--- src/rtl/regfile_wb_arbiter.sv ---
// rtl/regfile_wb_arbiter.sv - register file write-port owner: zero-clear walk, then
// fixed-priority writeback arbitration with starvation protection for req1.
module regfile_wb_arbiter #(
  parameter bit INIT_ENABLE  = 1'b1,
  parameter int STARVE_LIMIT = 4
) (
  input  logic        clk,
  input  logic        reset,
  input  logic        req0_valid,
  input  logic [4:0]  req0_rd,
  input  logic [31:0] req0_data,
  output logic        req0_ready,
  input  logic        req1_valid,
  input  logic [4:0]  req1_rd,
  input  logic [31:0] req1_data,
  output logic        req1_ready,
  output logic        regwrite,
  output logic [4:0]  rd,
  output logic [31:0] writedata,
  output logic        init_done
);

  localparam int CW = $clog2(STARVE_LIMIT + 1);
  localparam logic [CW-1:0] LIMIT = CW'(STARVE_LIMIT);

  typedef enum logic {ST_INIT, ST_RUN} state_t;
  localparam state_t RESET_STATE = INIT_ENABLE ? ST_INIT : ST_RUN;

  state_t         state, state_next;
  logic [4:0]     k;
  logic [CW-1:0]  starve_cnt;
  logic           grant0, grant1;

  always_ff @(posedge clk) begin
    if (reset) state <= RESET_STATE;
    else       state <= state_next;
  end

  // k wraps to 0 after writing r31, which marks the end of the walk.
  always_comb begin
    state_next = state;
    grant0     = 1'b0;
    grant1     = 1'b0;
    case (state)
      ST_INIT: if (k == 5'd0) state_next = ST_RUN;
      ST_RUN: begin
        if (!reset) begin
          grant1 = req1_valid && (!req0_valid || starve_cnt == LIMIT);
          grant0 = req0_valid && !grant1;
        end
      end
    endcase
  end

  assign req0_ready = grant0;
  assign req1_ready = grant1;

  always_ff @(posedge clk) begin
    if (reset) begin
      regwrite   <= 1'b0;
      rd         <= 5'd0;
      writedata  <= 32'd0;
      init_done  <= 1'b0;
      starve_cnt <= '0;
      k          <= 5'd1;
    end else begin
      case (state)
        ST_INIT: begin
          if (k == 5'd0) begin
            regwrite  <= 1'b0;
            init_done <= 1'b1;
          end else begin
            regwrite  <= 1'b1;
            rd        <= k;
            writedata <= 32'd0;
            k         <= k + 5'd1;
          end
        end
        ST_RUN: begin
          init_done <= 1'b1;
          regwrite  <= 1'b0;
          // r0 requests complete the handshake but never raise the write enable.
          if (grant0) begin
            regwrite  <= (req0_rd != 5'd0);
            rd        <= req0_rd;
            writedata <= req0_data;
          end else if (grant1) begin
            regwrite  <= (req1_rd != 5'd0);
            rd        <= req1_rd;
            writedata <= req1_data;
          end
          if (grant1 || !req1_valid)   starve_cnt <= '0;
          else if (starve_cnt != LIMIT) starve_cnt <= starve_cnt + CW'(1);
        end
      endcase
    end
  end

endmodule

--- config.mk ---
export PLATFORM = sky130hd
export DESIGN_NAME = regfile_wb_arbiter
export DESIGN_NICKNAME = d
export VERILOG_FILES = /design/src/rtl/regfile_wb_arbiter.sv
export SDC_FILE = /design/constraint.sdc
export NUM_CORES = 1
export LEC_CHECK = 0
export ABC_AREA = 1
export CAP_MARGIN = 20
export CELL_PAD_IN_SITES_DETAIL_PLACEMENT = 1
export CELL_PAD_IN_SITES_GLOBAL_PLACEMENT = 2
export CORE_MARGIN = 2
export CORE_UTILIZATION = 22
export DETAILED_ROUTE_END_ITERATION = 10
export PLACE_DENSITY_LB_ADDON = 0.1
export SYNTH_ARGS = -nofsm -noshare
export SYNTH_HDL_FRONTEND = slang
export SYNTH_SLANG_ARGS = --single-unit
--- constraint.sdc ---
create_clock -name clk -period 4.2 [get_ports clk]
set_clock_uncertainty 0.15 [all_clocks]
set_input_delay 0.63 -clock clk [delete_from_list [all_inputs] [get_ports clk]]
set_output_delay 0.63 -clock clk [all_outputs]
set_load 0.1 [all_outputs]
==> results of run 1 <==
[synthesized netlist by cell type (all sizes together)]
| library cell | n | area [µm²] |
|---|---|---|
| nand2 | 151 | 587 |
| nand3 | 12 | 60.1 |
| o21ai | 10 | 50.1 |
| nor3 | 2 | 10.0 |
| buf | 14 | 128 |
| nor2 | 15 | 66.3 |
| nand3b | 1 | 7.51 |
| nor4 | 1 | 6.26 |
| a31oi | 1 | 6.26 |
| clkinv | 2 | 10.0 |
| xor2 | 1 | 8.76 |
| inv | 23 | 86.3 |
| a21oi | 42 | 210 |
| o211ai | 1 | 7.51 |
| dfxtp | 48 | 961 |
| nand4 | 5 | 31.3 |
| or2 | 32 | 200 |
| ha | 4 | 50.1 |
| a21boi | 1 | 7.51 |
| clkbuf | 5 | 18.8 |
[layer usage]
metal / share of wire (%) / vias to the layer above
li1: - / 1383
met4: 0.49 / 0
met2: 46 / 81
met1: 47 / 1233
met5: 0 / -
met3: 6.9 / 2
[cells by family after synthesis]
kind of cell	count (synthesis)	synth area share (%)
simple gates	219	38.5
compound gates	55	11.2
flops	48	38.2
buf+inv	44	9.66
fa+ha+maj	4	1.99
xor+xnor	1	0.349
[power by group]
part,total [W],internal (W),leakage [nW],switching (W)
combinational,0.000985,0.000256,1.11,0.000729
clock,0.000410,0.000235,0.0766,0.000174
sequential,0.000588,0.000531,0.391,0.0000566
[worst reg2reg max path: cells and delay by family (launching register included)]
family | cells | cell delay [ns]
buffers and inverters | 1 | 0.33
and+or+nand+nor | 5 | 0.90
DFF | 1 | 0.70
AOI/OAI and AO/OA | 1 | 0.06
[through the flow]
step                      setup slack (ns)  total power, W  instances  hold WS [ns]  util (%)
after floorplan                       1.57         0.00132        371         0.306         -
after global placement                1.34         0.00160        616         0.302      33.2
after detailed placement              1.31         0.00160        616         0.309      33.2
after CTS                             1.30         0.00203        624         0.320      34.5
after global routing                  1.18         0.00211        624         0.340      34.5
final                                 1.31         0.00198        624         0.314      34.5
[layout make-up]
| class | instances | area, µm² | share of cell area (%) |
|---|---|---|---|
| clock buffers | 6 | 139 | 3.57 |
| clock inverters | 2 | 10.0 | 0.257 |
| inverters | 25 | 96.3 | 2.48 |
| multi-input cells | 279 | 1310 | 33.7 |
| flip-flops and latches | 48 | 961 | 24.7 |
| well taps | 143 | 179 | 4.60 |
| repair buffers | 121 | 1190 | 30.7 |
[final timing paths]
check,from,endpoint,cells past startpoint
hold reg to reg,writedata[19],writedata[19],2
hold / removal,writedata[19],writedata[19],2
setup / recovery,req0_valid,req0_ready,6
setup reg to reg,state,writedata[11],7
[registers in the layout, indices dropped and copies added, names as in the netlist]
register and flops:
rd 5, writedata 32, init_done 1, k 5, state 1, starve_cnt 3
regwrite 1
==> run_results.csv, run 1 <==
group,metric,value,unit
synthesis,syn_area_per_cell,6.77,µm²
die,fp.dieW,111,µm
synthesis,ys_ff_latch,48,
clock_tree,cts_hold_buffers,0,
setup_path,worst-path-buf-inv,4,
placed_design,portBuffers,118,
timing,setup_viol,0,
clock_tree,ctsResizeCount,0,
synthesis,synthCells,371,
synthesis,ys_seq_area_share,38.2,%
power_and_ir_drop,p_leak,1.57,nW
setup_path,cp_common_cell,"inv_1",
grt,met2_usage,23.8,%
setup_path,path_class,"input pin to output port",
clock_tree,cts.clk_slew.worst_paths,0.07,ns
timing,rsz0062_at_grt,"no",
clock_tree,cts_buffers,5,
timing,worst_slew_margin_rel,31.9,%
grt,top_usage_layer,"met2",
finish,fin_nets,562,
placed_design,hpwl,6.11,mm
route,drt_wl_total,8.59,mm
placed_design,gp_congestion,0.756,
die,dieHeight,111,µm
setup_path,r2r_slack,1.93,ns
clock_tree,clockBufferDepth,2,
route,drc,0,
grt,grt_use_total,14.2,%
synthesis,synth_warnings,0,
setup_path,worst_ep_arrival_time,2.11,ns
route,drt_iter0_drc,106,
clock_tree,cts_tree,"done",
route,via_per_inst,4.33,
die,initial_core_util,22.3,%
die,io_pins,119,
synthesis,synth_area,2510,µm²
setup_path,slowest_stage,"clkdlybuf4s50_1",
job,drv_cap,0,
finish,final_cell_mix,"nand2_1, clkdlybuf4s50_1, dfxtp_1",
timing,hold_viol_final,0,
setup_path,crit_path_start_kind,"input pin",
route,ant_nets,0,
setup_path,worstPathRequired,3.42,ns
clock_tree,htree_levels,2,
grt,antenna_found_initial,0,
die,rows,39,
power_and_ir_drop,irDropWorstVdd,0.667,mV
die,dieArea,12300,µm²
die,coreArea,11300,µm²
route,drt_first_pass_iters,4,
finish,final_layout_size_suffix_gt1_share,5.41,%
finish,area_delta_synth_final,54.7,%
synthesis,synth.distinct_cells,27,
grt,grt_pass1_vias,2828,
timing,period_needed,2.89,ns
timing,period_share,68.7,%
setup_path,worstSetupEndpointType,"output port",
min_path,hold_path.class,"register to register",
clock_tree,clk_latency,0.28,ns
clock_tree,post_cts_buffers,0,
grt,grt_max_degree,42,
timing,setup_tns,0,ns
grt,grt_pass1_wl,14.3,mm
finish,nFillCells,1407,
setup_path,crit_chain,"clkdlybuf4s50_1 > inv_1 > nor2_4 > nand2_4 > inv_1 > buf_4",
grt,met1_usage,18.4,%
route,dr_total_vias,2699,
clock_tree,cts_sinks,48,
setup_path,worstPathMaxFanout,35,
setup_path,critPathMaxStageDelay,0.50,ns
power_and_ir_drop,p_per_area,510,nW/µm²
timing,worst_pin_slew,1.02,ns
synthesis,syn-num-nets,453,
clock_tree,ctsRootBufferMaster,"clkbuf_16",
status,outcome,"finished, final reports clean",
setup_path,crit_family,"buffers and inverters",
route,routedWlPerCell,13.8,µm
grt,grt.overflow.total,0,
timing,slew_violations,0,
finish,n_antenna_cell,0,
finish,finalInstanceArea,3890,µm²
finish,final_common_cell,"nand2_1",
grt,globalRouteMet3Util,4.10,%
timing,max_freq,347,MHz
placed_design,dpl_cell_area,3740,µm²
(Power assumes the default switching activity.)
==> run 2: changes to the inputs <==
- CORE_UTILIZATION: 22 -> 21
- clock period: 4.2 -> 2.7 ns (I/O delays scaled with it)
==> run_results.csv, run 2 (synthesized netlist as in run 1, its figures left out) <==
group,metric,value,unit
timing,period_share,85.1,%
timing,worst_slew_margin_rel,69.9,%
route,top_layer,"met4",
route,via_per_inst,4.26,
grt,grt_pass1_wl,13.6,mm
timing,slew_violations,0,
route,drc,0,
route,met2_length,3.77,mm
timing,rsz0062_at_grt,"no",
route,met1_length,4.21,mm
clock_tree,cts_tree,"done",
finish,final_common_cell,"nand2_1",
power_and_ir_drop,p_leak,1.67,nW
finish,final_cell_mix,"nand2_1, clkdlybuf4s50_1, dfxtp_1",
placed_design,hpwl,6.23,mm
setup_path,worstPathMaxFanout,15,
clock_tree,cts_sinks,48,
finish,final_layout_size_suffix_gt1_share,13.5,%
route,dr_total_vias,2669,
die,dieHeight,113,µm
clock_tree,cts_hold_buffers,0,
finish,fin_nets,564,
timing,setup_viol,0,
min_path,hold_path.class,"input pin to register",
placed_design,gp_congestion,0.758,
route,routedWlPerCell,13.7,µm
clock_tree,cts.clk_slew.worst_paths,0.06,ns
clock_tree,ctsResizeCount,0,
timing,max_freq,435,MHz
status,outcome,"finished, final reports clean",
finish,largest_register_ffs,32,
grt,antenna_found_initial,0,
clock_tree,ctsRootBufferMaster,"clkbuf_16",
timing,hold_viol_final,0,
finish,top_register,"writedata",
setup_path,crit_path_start_kind,"register",
grt,grt_use_total,13.5,%
clock_tree,htree_levels,2,
job,drv_cap,0,
die,io_pins,119,
route,wl_met3,535,µm
finish,utilization,33.3,%
die,rows,39,
timing,worst_pin_slew,0.447,ns
grt,grt_max_degree,57,
grt,grt_pass1_vias,2697,
finish,n_antenna_cell,0,
timing,period_needed,2.30,ns
power_and_ir_drop,irDropWorstVdd,0.705,mV
setup_path,worstPathRequired,2.14,ns
clock_tree,clockBufferDepth,2,
finish,area_delta_synth_final,53.3,%
route,ant_nets,0,
grt,grt.overflow.total,0,
die,fp.dieW,113,µm
setup_path,worst_ep_arrival_time,1.74,ns
clock_tree,clk_latency,0.30,ns
placed_design,portBuffers,118,
setup_path,worstSetupEndpointType,"output port",
route,drt_first_pass_iters,4,
die,initial_core_util,21.7,%
route,drt_wl_total,8.61,mm
setup_path,path_class,"register to output port",
clock_tree,post_cts_buffers,0,
die,dieArea,12900,µm²
clock_tree,cts_buffers,5,
route,drt_iter0_drc,85,
die,coreArea,11600,µm²
timing,setup_tns,0,ns
finish,reg_top3,"writedata (32), k (5), rd (5)",
power_and_ir_drop,p_per_area,816,nW/µm²
run 2: changes by cell type in the layout (fill, tap and decap cells not counted):
| cell | change |
|---|---|
| buf_4 | +37 |
| buf_12 | +4 |
| clkbuf_1 | +2 |
| clkdlybuf4s50_1 | -39 |
| clkinv_2 | -2 |
run 2: final timing paths:
path                                    start             to  cells past startpoint  slack (ns)
worst max-delay path            starve_cnt[0]     req0_ready                      8        0.40
worst min-delay path                    reset  starve_cnt[2]                      2        0.24
worst max register to register  starve_cnt[0]  writedata[29]                     10        0.71
worst min register to register  writedata[26]  writedata[26]                      2        0.32
run 2: cell type report:
class,instances,area [µm²]
timing repair buffer,123,1160
inverter,25,96.3
fill,1442,7710
sequential,48,961
clock buffer,8,146
tap,143,179
multi-input combinational,279,1310
run 2: metrics by stage:
step | area [µm²] | instances | total power [W] | setup WS (ns) | hold WS (ns)
finish | 3850 | 626 | 0.00314 | 0.403 | 0.239
global route | 3850 | 626 | 0.00335 | 0.236 | 0.256
CTS | 3850 | 626 | 0.00322 | 0.384 | 0.231
detailed placement | 3710 | 618 | 0.00254 | 0.444 | 0.310
global placement | 3710 | 618 | 0.00253 | 0.469 | 0.304
floorplan | 2510 | 371 | 0.00206 | 0.450 | 0.306
run 2: worst max-delay path, stage by stage, from the launching register on:
cell and delay, ns:
dfxtp_1 0.35, inv_1 0.06, ha_1 0.20, nand2_2 0.11
nand2_1 0.10, nand2_2 0.15, nand2_4 0.14, inv_1 0.14
buf_12 0.18
run 2: where the power goes:
part | switching (W) | internal (W) | leakage [nW]
Combinational | 0.00117 | 0.000422 | 1.21
Clock | 0.000280 | 0.000370 | 0.0712
Sequential | 0.0000777 | 0.000827 | 0.391
run 2: metal layers:
metal / vias to the layer above / global-route usage (%)
met5: - / 0
met4: 0 / 5.12
met3: 6 / 3.72
met2: 82 / 21.2
met1: 1196 / 17.8
li1: 1385 / -
==> run 3: changes to the inputs <==
- CELL_PAD_IN_SITES_DETAIL_PLACEMENT: 1 -> 0
- RECOVER_POWER: unset -> 100
==> run_results.csv, run 3 (synthesized netlist as in run 1, its figures left out) <==
group,metric,value,unit
clock_tree,post_cts_buffers,0,
power_and_ir_drop,power_frac_seq,29.6,%
clock_tree,cts_buffers,5,
grt,grt.overflow.total,0,
setup_path,worstPathMaxFanout,15,
timing,holdWs,0.221,ns
min_path,hold_path.class,"input pin to register",
timing,period_needed,2.40,ns
finish,multi_input_area,1300,µm²
clock_tree,clockBufferDepth,2,
timing,setup_viol,0,
die,dieArea,12900,µm²
min_path,worstHoldStart,"reset",
power_and_ir_drop,clockPowerShare,21.5,%
timing,hold_viol_final,0,
finish,n_antenna_cell,0,
finish,seqCellArea,961,µm²
clock_tree,cts_tree,"done",
grt,grt_pass1_wl,12.9,mm
clock_tree,ctsResizeCount,0,
min_path,whs_path_depth,2,
route,dr_total_vias,2608,
setup_path,slowest_stage,"dfxtp_1",
setup_path,worstPathRequired,2.14,ns
die,coreArea,11600,µm²
grt,grt_use_total,12.9,%
clock_tree,clk_latency,0.30,ns
status,outcome,"finished, final reports clean",
power_and_ir_drop,p_leak,1.50,nW
die,rows,39,
job,drv_cap,0,
placed_design,gp_congestion,0.758,
min_path,holdPathEnd,"starve_cnt[1]",
power_and_ir_drop,irDropWorstVdd,0.644,mV
finish,top_register,"writedata",
finish,reg_top3,"writedata (32), k (5), rd (5)",
power_and_ir_drop,p_per_area,822,nW/µm²
clock_tree,ctsRootBufferMaster,"clkbuf_16",
placed_design,preCtsSetupSlack,0.439,ns
setup_path,critPathMaxStageDelay,0.35,ns
power_and_ir_drop,switching_share,49.6,%
setup_path,r2r_slack,0.53,ns
finish,largest_register_ffs,32,
finish,final_cell_mix,"nand2_1, clkdlybuf4s50_1, dfxtp_1",
setup_path,rr_startpoint,"starve_cnt[0]",
placed_design,portBuffers,118,
finish,fin_nets,564,
grt,grt_pass1_vias,2520,
finish,final_layout_size_suffix_gt1_share,4.14,%
grt,grt_max_degree,57,
placed_design,hpwl,5.67,mm
timing,period_share,88.8,%
timing,fin_ws,0.304,ns
finish,area_delta_synth_final,47.1,%
route,drc,0,
finish,final_common_cell,"nand2_1",
clock_tree,cts_hold_buffers,0,
clock_tree,htree_levels,2,
power_and_ir_drop,combPwrFrac,48.9,%
setup_path,worstSetupEndpointType,"output port",
die,dieHeight,113,µm
die,initial_core_util,21.7,%
route,ant_nets,0,
die,fp.dieW,113,µm
setup_path,path_class,"register to output port",
timing,max_freq,417,MHz
power_and_ir_drop,p_int,0.00153,W
setup_path,r2r_end,"writedata[3]",
timing,worst_pin_slew,1.23,ns
setup_path,crit_chain,"inv_1 > ha_1 > nand2_2 > nand2_1 > nand2_1 > nand2_4 > inv_1 > buf_12",
clock_tree,cts_sinks,48,
clock_tree,cts.clk_slew.worst_paths,0.07,ns
route,drt_wl_total,8.00,mm
route,via_per_inst,4.17,
route,drt_iter0_drc,130,
timing,worst_slew_margin_rel,18.5,%
finish,nFillCells,1323,
grt,antenna_found_initial,0,
route,routedWlPerCell,12.8,µm
power_and_ir_drop,switchingPower,0.00151,W
setup_path,r2r_cells,11,
timing,setup_tns,0,ns
timing,slew_violations,0,
route,drt_first_pass_iters,6,
die,io_pins,119,
setup_path,worst_ep_arrival_time,1.84,ns
power_and_ir_drop,power,0.00304,W
timing,rsz0062_at_grt,"no",
setup_path,crit_path_start_kind,"register",
==> run 3: cell count changes in the layout (fill, tap and decap cells not counted), sizes merged <==
cell / previous run / this run
buf: 47 / 7
clkbuf: 8 / 48
clkinv: 2 / 1
clkinvlp: 0 / 1
==> run 3: routing by layer <==
metal | wire, µm | global-route usage (%) | vias to the layer above
li1 | - | - | 1388
met1 | 3910 | 17.6 | 1127
met2 | 3390 | 18.7 | 85
met3 | 563 | 4.04 | 8
met4 | 134 | 5.61 | 0
met5 | 0 | 0 | -
==> run 3: area by class of cell <==
class | instances | area share (%)
Sequential cell | 48 | 26.0
Multi-Input combinational cell | 279 | 35.2
Clock buffer | 8 | 3.96
Inverter | 25 | 2.61
Tap cell | 143 | 4.84
Timing Repair Buffer | 123 | 27.4
==> run 3: how the worst max path moves through the flow <==
stage | start | end | cells after the start
after floorplan | starve_cnt[0] | req0_ready | 8
after CTS | starve_cnt[0] | req0_ready | 8
after global routing | starve_cnt[0] | req0_ready | 8
final | starve_cnt[0] | req0_ready | 8
after global placement | req0_valid | req0_ready | 6
after detailed placement | req0_valid | writedata[3] | 8
==> run 3: worst max-delay path: cells and delay by family (launching register included) <==
family,cells,cell delay (ns)
fa+ha+maj,1,0.20
buf+inv,3,0.40
flops,1,0.35
simple gates,4,0.57
==> run 3: metrics by stage <==
| stage | area [µm²] | util [%] | std cells |
|---|---|---|---|
| after global placement | 3710 | 32.0 | 618 |
| after global routing | 3690 | 31.9 | 626 |
| after detailed placement | 3710 | 32.0 | 618 |
| final | 3690 | 31.9 | 626 |
| after CTS | 3850 | 33.3 | 626 |
| after floorplan | 2510 | - | 371 |
==> run 3: power groups by stage <==
stage	Clock, W	Sequential [W]	Combinational [W]
final	0.000654	0.000898	0.00149
after global routing	0.000716	0.000917	0.00161
after CTS	0.000690	0.000902	0.00161
after detailed placement	0	0.000915	0.00160
after global placement	0	0.000917	0.00161
after floorplan	0	0.00155	0.000507
